**src/rtl/sha3_sponge_ctrl.sv**
```systemverilog
// SHA3-512 sponge sequencer: clears the state, hands each 72-byte rate block
// to processInput, loads the absorbed state back, then steps the one-round-
// per-cycle Keccak-f[1600] datapath through every round. Repeats until the
// host has no more data, then flags the digest valid. Abort and absorb
// timeout both kill processInput and return to idle.
module sha3_sponge_ctrl #(
  parameter int unsigned ROUNDS  = 24,
  parameter int unsigned TIMEOUT = 1023,
  parameter int unsigned CNT_W   = 16
) (
  input  logic             clk,
  input  logic             rst,
  input  logic             start,
  input  logic             abort,
  input  logic             data_done,
  input  logic             pi_buffer_empty,
  input  logic             pi_done,
  output logic             pi_go,
  output logic             pi_kill,
  output logic             state_clr,
  output logic             state_ld_pi,
  output logic             round_en,
  output logic [4:0]       round_idx,
  output logic             busy,
  output logic             done,
  output logic             digest_valid,
  output logic             error,
  output logic [CNT_W-1:0] block_count
);

  // Timeout counter only ever holds 0..TIMEOUT-1.
  localparam int unsigned ToW = (TIMEOUT > 1) ? $clog2(TIMEOUT) : 1;

  localparam logic [4:0]     LastRound = 5'(ROUNDS - 1);
  localparam logic [ToW-1:0] LastWait  = ToW'(TIMEOUT - 1);

  localparam logic [2:0] StIdle    = 3'd0;
  localparam logic [2:0] StClear   = 3'd1;
  localparam logic [2:0] StPiStart = 3'd2;
  localparam logic [2:0] StPiWait  = 3'd3;
  localparam logic [2:0] StRound   = 3'd4;
  localparam logic [2:0] StCheck   = 3'd5;
  localparam logic [2:0] StFinish  = 3'd6;

  logic [2:0]       state_q, state_d;
  logic [4:0]       rnd_q, rnd_d;
  logic [ToW-1:0]   to_q, to_d;
  logic             dd_q, dd_d;
  logic [CNT_W-1:0] blk_q, blk_d;
  logic             err_q, err_d;
  logic             dv_q, dv_d;
  logic             kill_q, kill_d;
  logic             abortable;

  // States in which abort is honoured; FINISH deliberately excluded so a
  // completed digest is never thrown away.
  always_comb begin
    abortable = (state_q == StClear) || (state_q == StPiStart) ||
                (state_q == StPiWait) || (state_q == StRound) ||
                (state_q == StCheck);
  end

  // Next-state and sticky status logic.
  always_comb begin
    state_d = state_q;
    rnd_d   = rnd_q;
    to_d    = to_q;
    dd_d    = dd_q;
    blk_d   = blk_q;
    err_d   = err_q;
    dv_d    = dv_q;
    kill_d  = 1'b0;

    // Remember a data_done level or pulse seen at any point during the hash.
    if (state_q != StIdle && data_done) begin
      dd_d = 1'b1;
    end

    case (state_q)
      StIdle: begin
        if (start && !abort) begin
          state_d = StClear;
          blk_d   = '0;
          err_d   = 1'b0;
          dv_d    = 1'b0;
          dd_d    = data_done;
        end
      end
      StClear: begin
        state_d = StPiStart;
      end
      StPiStart: begin
        to_d    = '0;
        state_d = StPiWait;
      end
      StPiWait: begin
        if (pi_done) begin
          state_d = StRound;
          rnd_d   = '0;
        end else if (to_q == LastWait) begin
          state_d = StIdle;
          kill_d  = 1'b1;
          err_d   = 1'b1;
        end else begin
          to_d = to_q + 1'b1;
        end
      end
      StRound: begin
        if (rnd_q == LastRound) begin
          state_d = StCheck;
          rnd_d   = '0;
        end else begin
          rnd_d = rnd_q + 5'd1;
        end
      end
      StCheck: begin
        // Saturate rather than wrap so a huge message never reports 0 blocks.
        blk_d = (&blk_q) ? blk_q : blk_q + CNT_W'(1);
        if (dd_q && pi_buffer_empty) begin
          state_d = StFinish;
        end else begin
          state_d = StPiStart;
        end
      end
      StFinish: begin
        dv_d    = 1'b1;
        state_d = StIdle;
      end
      default: begin
        state_d = StIdle;
      end
    endcase

    // Abort overrides pi_done, round completion and the block increment.
    if (abort && abortable) begin
      state_d = StIdle;
      kill_d  = 1'b1;
      rnd_d   = '0;
      to_d    = to_q;
      blk_d   = blk_q;
      err_d   = err_q;
      dv_d    = dv_q;
    end
  end

  // State registers with synchronous reset.
  always_ff @(posedge clk) begin
    if (rst) begin
      state_q <= StIdle;
      rnd_q   <= '0;
      to_q    <= '0;
      dd_q    <= 1'b0;
      blk_q   <= '0;
      err_q   <= 1'b0;
      dv_q    <= 1'b0;
      kill_q  <= 1'b0;
    end else begin
      state_q <= state_d;
      rnd_q   <= rnd_d;
      to_q    <= to_d;
      dd_q    <= dd_d;
      blk_q   <= blk_d;
      err_q   <= err_d;
      dv_q    <= dv_d;
      kill_q  <= kill_d;
    end
  end

  // Datapath strobes decoded from state; at most one is high per cycle.
  always_comb begin
    state_clr    = (state_q == StClear);
    pi_go        = (state_q == StPiStart);
    state_ld_pi  = (state_q == StPiWait) && pi_done && !abort;
    round_en     = (state_q == StRound);
    round_idx    = (state_q == StRound) ? rnd_q : 5'd0;
    busy         = (state_q != StIdle);
    done         = (state_q == StFinish);
    pi_kill      = kill_q;
    digest_valid = dv_q;
    error        = err_q;
    block_count  = blk_q;
  end

endmodule

```
**config.mk**
```make
export PLATFORM = sky130hd
export DESIGN_NAME = sha3_sponge_ctrl
export DESIGN_NICKNAME = d
export VERILOG_FILES = /design/src/rtl/sha3_sponge_ctrl.sv
export SDC_FILE = /design/constraint.sdc
export NUM_CORES = 1
export LEC_CHECK = 0
export CORE_ASPECT_RATIO = 1.75
export CORE_MARGIN = 2
export CORE_UTILIZATION = 40
export DETAILED_ROUTE_END_ITERATION = 10
export GPL_TIMING_DRIVEN = 0
export SLEW_MARGIN = 20
export SYNTH_ARGS = -nofsm -noshare
export SYNTH_HDL_FRONTEND = slang
export SYNTH_SLANG_ARGS = --single-unit
```
**constraint.sdc**
```tcl
create_clock -name clk -period 3 [get_ports clk]
set_clock_uncertainty 0.15 [all_clocks]
set_input_delay 0.3 -clock clk [delete_from_list [all_inputs] [get_ports clk]]
set_output_delay 0.3 -clock clk [all_outputs]
set_load 0.1 [all_outputs]
```
==> flow_summary_export.csv <==
group,metric,value,unit
detailed_routing,totalWireLength,4750,um
yosys,yosys.area.top_type,"dfxtp_1",
power_and_ir_drop,p_leak,0.939,nW
critical_path,required,2.55,ns
layout,fin_util,0.511,
placed_design,io_buffers,36,
sta,fin_crit_sh,0.947,
yosys,async_flop_share,0,
power_and_ir_drop,ir_drop,0.320,mV
sta,worstMarginPinSlew,0.974,ns
sta,max_freq,352,MHz
floorplanning,rows,34,
yosys,yosysSeqAreaShare,0.382,
worst_hold_path,min_to,"digest_valid$_SDFFE_PP0P_",
detailed_routing,vias,1809,
detailed_routing,vias_per_cell,5.48,
detailed_routing,drt_drc_violations_left,0,
sta,whs,0.310,ns
power_and_ir_drop,internal-power,0.713,mW
critical_path,crit_fanout,9,
placed_design,placed_cells,324,
clock_network,clockRootBuffer,"clkbuf_8",
run,maxCapViolCount,0,
sta,slew_violations,0,
critical_path,critPathLaunchType,"register",
yosys,synth_common_cells,"dfxtp_1 (38), nor2_1 (29), a21oi_1 (15), nand2_1 (14), xnor2_1 (12)",
detailed_routing,firstDrtPassIters,5,
placed_design,hpwlAfterDp,3550,um
global_route,gr-usage-all-layers,0.184,
yosys,netlist_area,1990,um^2
clock_network,worstSkewPairLatency,0.29,ns
global_route,grt_max_degree,11,
yosys,ys_types,51,
global_route,antenna_found_initial,0,
critical_path,worstReg2RegStart,"block_count[0]$_SDFFE_PP0P_",
critical_path,end_kind,"output pin",
critical_path,critPathKind,"reg2out",
clock_network,cts_tree,"built",
sta,maxSlewHeadroom,0.348,
floorplanning,die-height,97.4,um
critical_path,r2r-end,"block_count[3]$_SDFFE_PP0P_",
clock_network,htreeDepth,2,
worst_hold_path,min-delay-start,"digest_valid$_SDFFE_PP0P_",
critical_path,rrSetupSlack,1.08,ns
yosys,synth_seq_cells,38,
detailed_routing,detail_route.wl_per_cell,14.4,um
sta,finalHoldViolations,0,
power_and_ir_drop,combPwrFrac,0.101,
floorplanning,die_w,57.4,um
global_route,overflow,0,
critical_path,worstSetupStartpoint,"state_q[2]$_SDFFE_PP0P_",
clock_network,cts_buffer_depth,2,
clock_network,ctsHoldBuffers,0,
worst_hold_path,min_path_type,"reg2reg",
sta,layout_min_cycle_time,2.84,ns
critical_path,crit_arrival,2.39,ns
clock_network,clk_pin_slew,0.07,ns
yosys,netlist.area_leader.share,0.382,
layout,nets,288,
placed_design,gp_congestion,0.815,
layout,diodes,0,
global_route,grt_pass1_wl,8200,um
global_route,grt_pass1_vias,1807,
yosys,synth_area_per_cell,8.52,um^2
yosys,synth_edf_count,0,
layout,syn_to_final_growth,25.4,%
power_and_ir_drop,p_sw_frac,0.257,
sta,rsz0062_at_grt,"false",
layout,drive_above_1_share,0.0833,
placed_design,place_area,2420,um^2
power_and_ir_drop,finalPower,0.961,mW
layout,finalNonFillerCells,330,
run_status,status,"finished clean",
power_and_ir_drop,pwr_density_cell,384,nW/um^2
floorplanning,io-pin-count,37,
placed_design,pre_cts_ws,0.200,ns
yosys,synthFlopType,"dfxtp_1",
clock_network,cts.sinks,38,
floorplanning,core_area,4890,um^2
critical_path,rr_worst_depth,7,
worst_hold_path,holdPathStages,2,
sta,setup_violations,0,
floorplanning,die_area,5590,um^2
floorplanning,start_util,0.407,
yosys,yosysMostFrequentCell,"dfxtp_1",
detailed_routing,ant_nets,0,
clock_network,cts_buffers,5,
power_and_ir_drop,clkPwrFrac,0.369,
power_and_ir_drop,p_sw,0.247,mW
yosys,ys_top_cells_by_area,"dfxtp_1 (38%), nor2_1 (5.5%), xnor2_1 (5.3%)",
sta,setup_slack,0.160,ns
sta,setup-tns-final,0,ns
yosys,synth_fp_nets,245,
yosys,postSynthCellCount,234,
layout,final.fill_count,467,
detailed_routing,drt_iter0_markers,29,
layout,design_area,2500,um^2
power_and_ir_drop,seqPwrFrac,0.530,
yosys,yosysWarningCount,0,
[worst max-delay path: stages (launching register included)]
cell	delay, ns
dfxtp_1	0.48
or3b_1	0.40
buf_6	0.14
inv_1	0.11
and2_1	0.13
dlygate4sd2_1	0.84
[worst max path at each step]
stage                              end  slack (ns)  cells after the start
after floorplan           round_idx[0]        0.12                      5
after global placement    round_idx[1]        0.20                      5
after detailed placement  round_idx[1]        0.20                      5
after CTS                 round_idx[3]       0.005                      4
after global routing      round_idx[4]        0.04                      5
final                     round_idx[1]        0.16                      5
[cell type report]
class | instances | area [um^2] | area share
well taps | 54 | 67.6 | 0.0270
clock buffers | 6 | 82.6 | 0.0330
inverters | 7 | 26.3 | 0.0105
multi-input cells | 181 | 1150 | 0.462
flip-flops and latches | 38 | 761 | 0.304
repair buffers | 36 | 357 | 0.143
plain buffers | 8 | 51.3 | 0.0205
[what timing repair did]
| action | in CTS | in global routing |
|---|---|---|
| setup buffers | 0 | 0 |
| endpoints found under the setup margin | 5 | 1 |
| gates resized for setup | 5 | 1 |
[layer usage]
layer,track usage,up-vias,wire length (um),share of wire
met4,0.0912,0,156,0.033
li1,-,910,-,-
met5,0,-,0,0
met2,0.329,53,2560,0.54
met3,0.0360,12,193,0.041
met1,0.196,834,1840,0.39
[registers in the layout (all words and copies together), names as in the netlist]
name and flops:
to_q 10, error 1, digest_valid 1, state_q 3
rnd_q 5, dd_q 1, pi_kill 1, block_count 16
[power groups by stage]
stage | Sequential (mW) | Combinational [mW] | Clock [mW]
floorplan | 0.525 | 0.0632 | 0
global placement | 0.521 | 0.0976 | 0
detailed placement | 0.521 | 0.0974 | 0
CTS | 0.509 | 0.0977 | 0.364
global route | 0.510 | 0.105 | 0.384
finish | 0.510 | 0.0970 | 0.354
[cells in the final DEF, fill, tap and decap left out, types with 5 or more instances in the layout]
cell type        netlist  final
xnor2_1               12     12
clkbuf_8               0      6
nor3_1                10     10
and2_1                 7      7
nor2_1                29     29
nand2_1               14     14
o21ai_0                8      8
dfxtp_1               38     38
xor2_1                 6      6
nand2b_1               7      7
nand4_1                7      7
a21oi_1               15     15
clkdlybuf4s50_1        0     30
nand3_1               11     11
inv_1                  7      7
and3_1                 5      5
dlygate4sd2_1          0      5
[cell families after synthesis]
group,Yosys count,synth area share
flip-flops,38,0.382
multiplexers,1,0.00502
AO/OA/AOI/OAI,41,0.136
AND/OR/NAND/NOR,117,0.334
adder cells (fa/ha/maj),4,0.0251
XOR/XNOR,18,0.0791
buffers and inverters,15,0.0389
(Power assumes the default switching activity.)
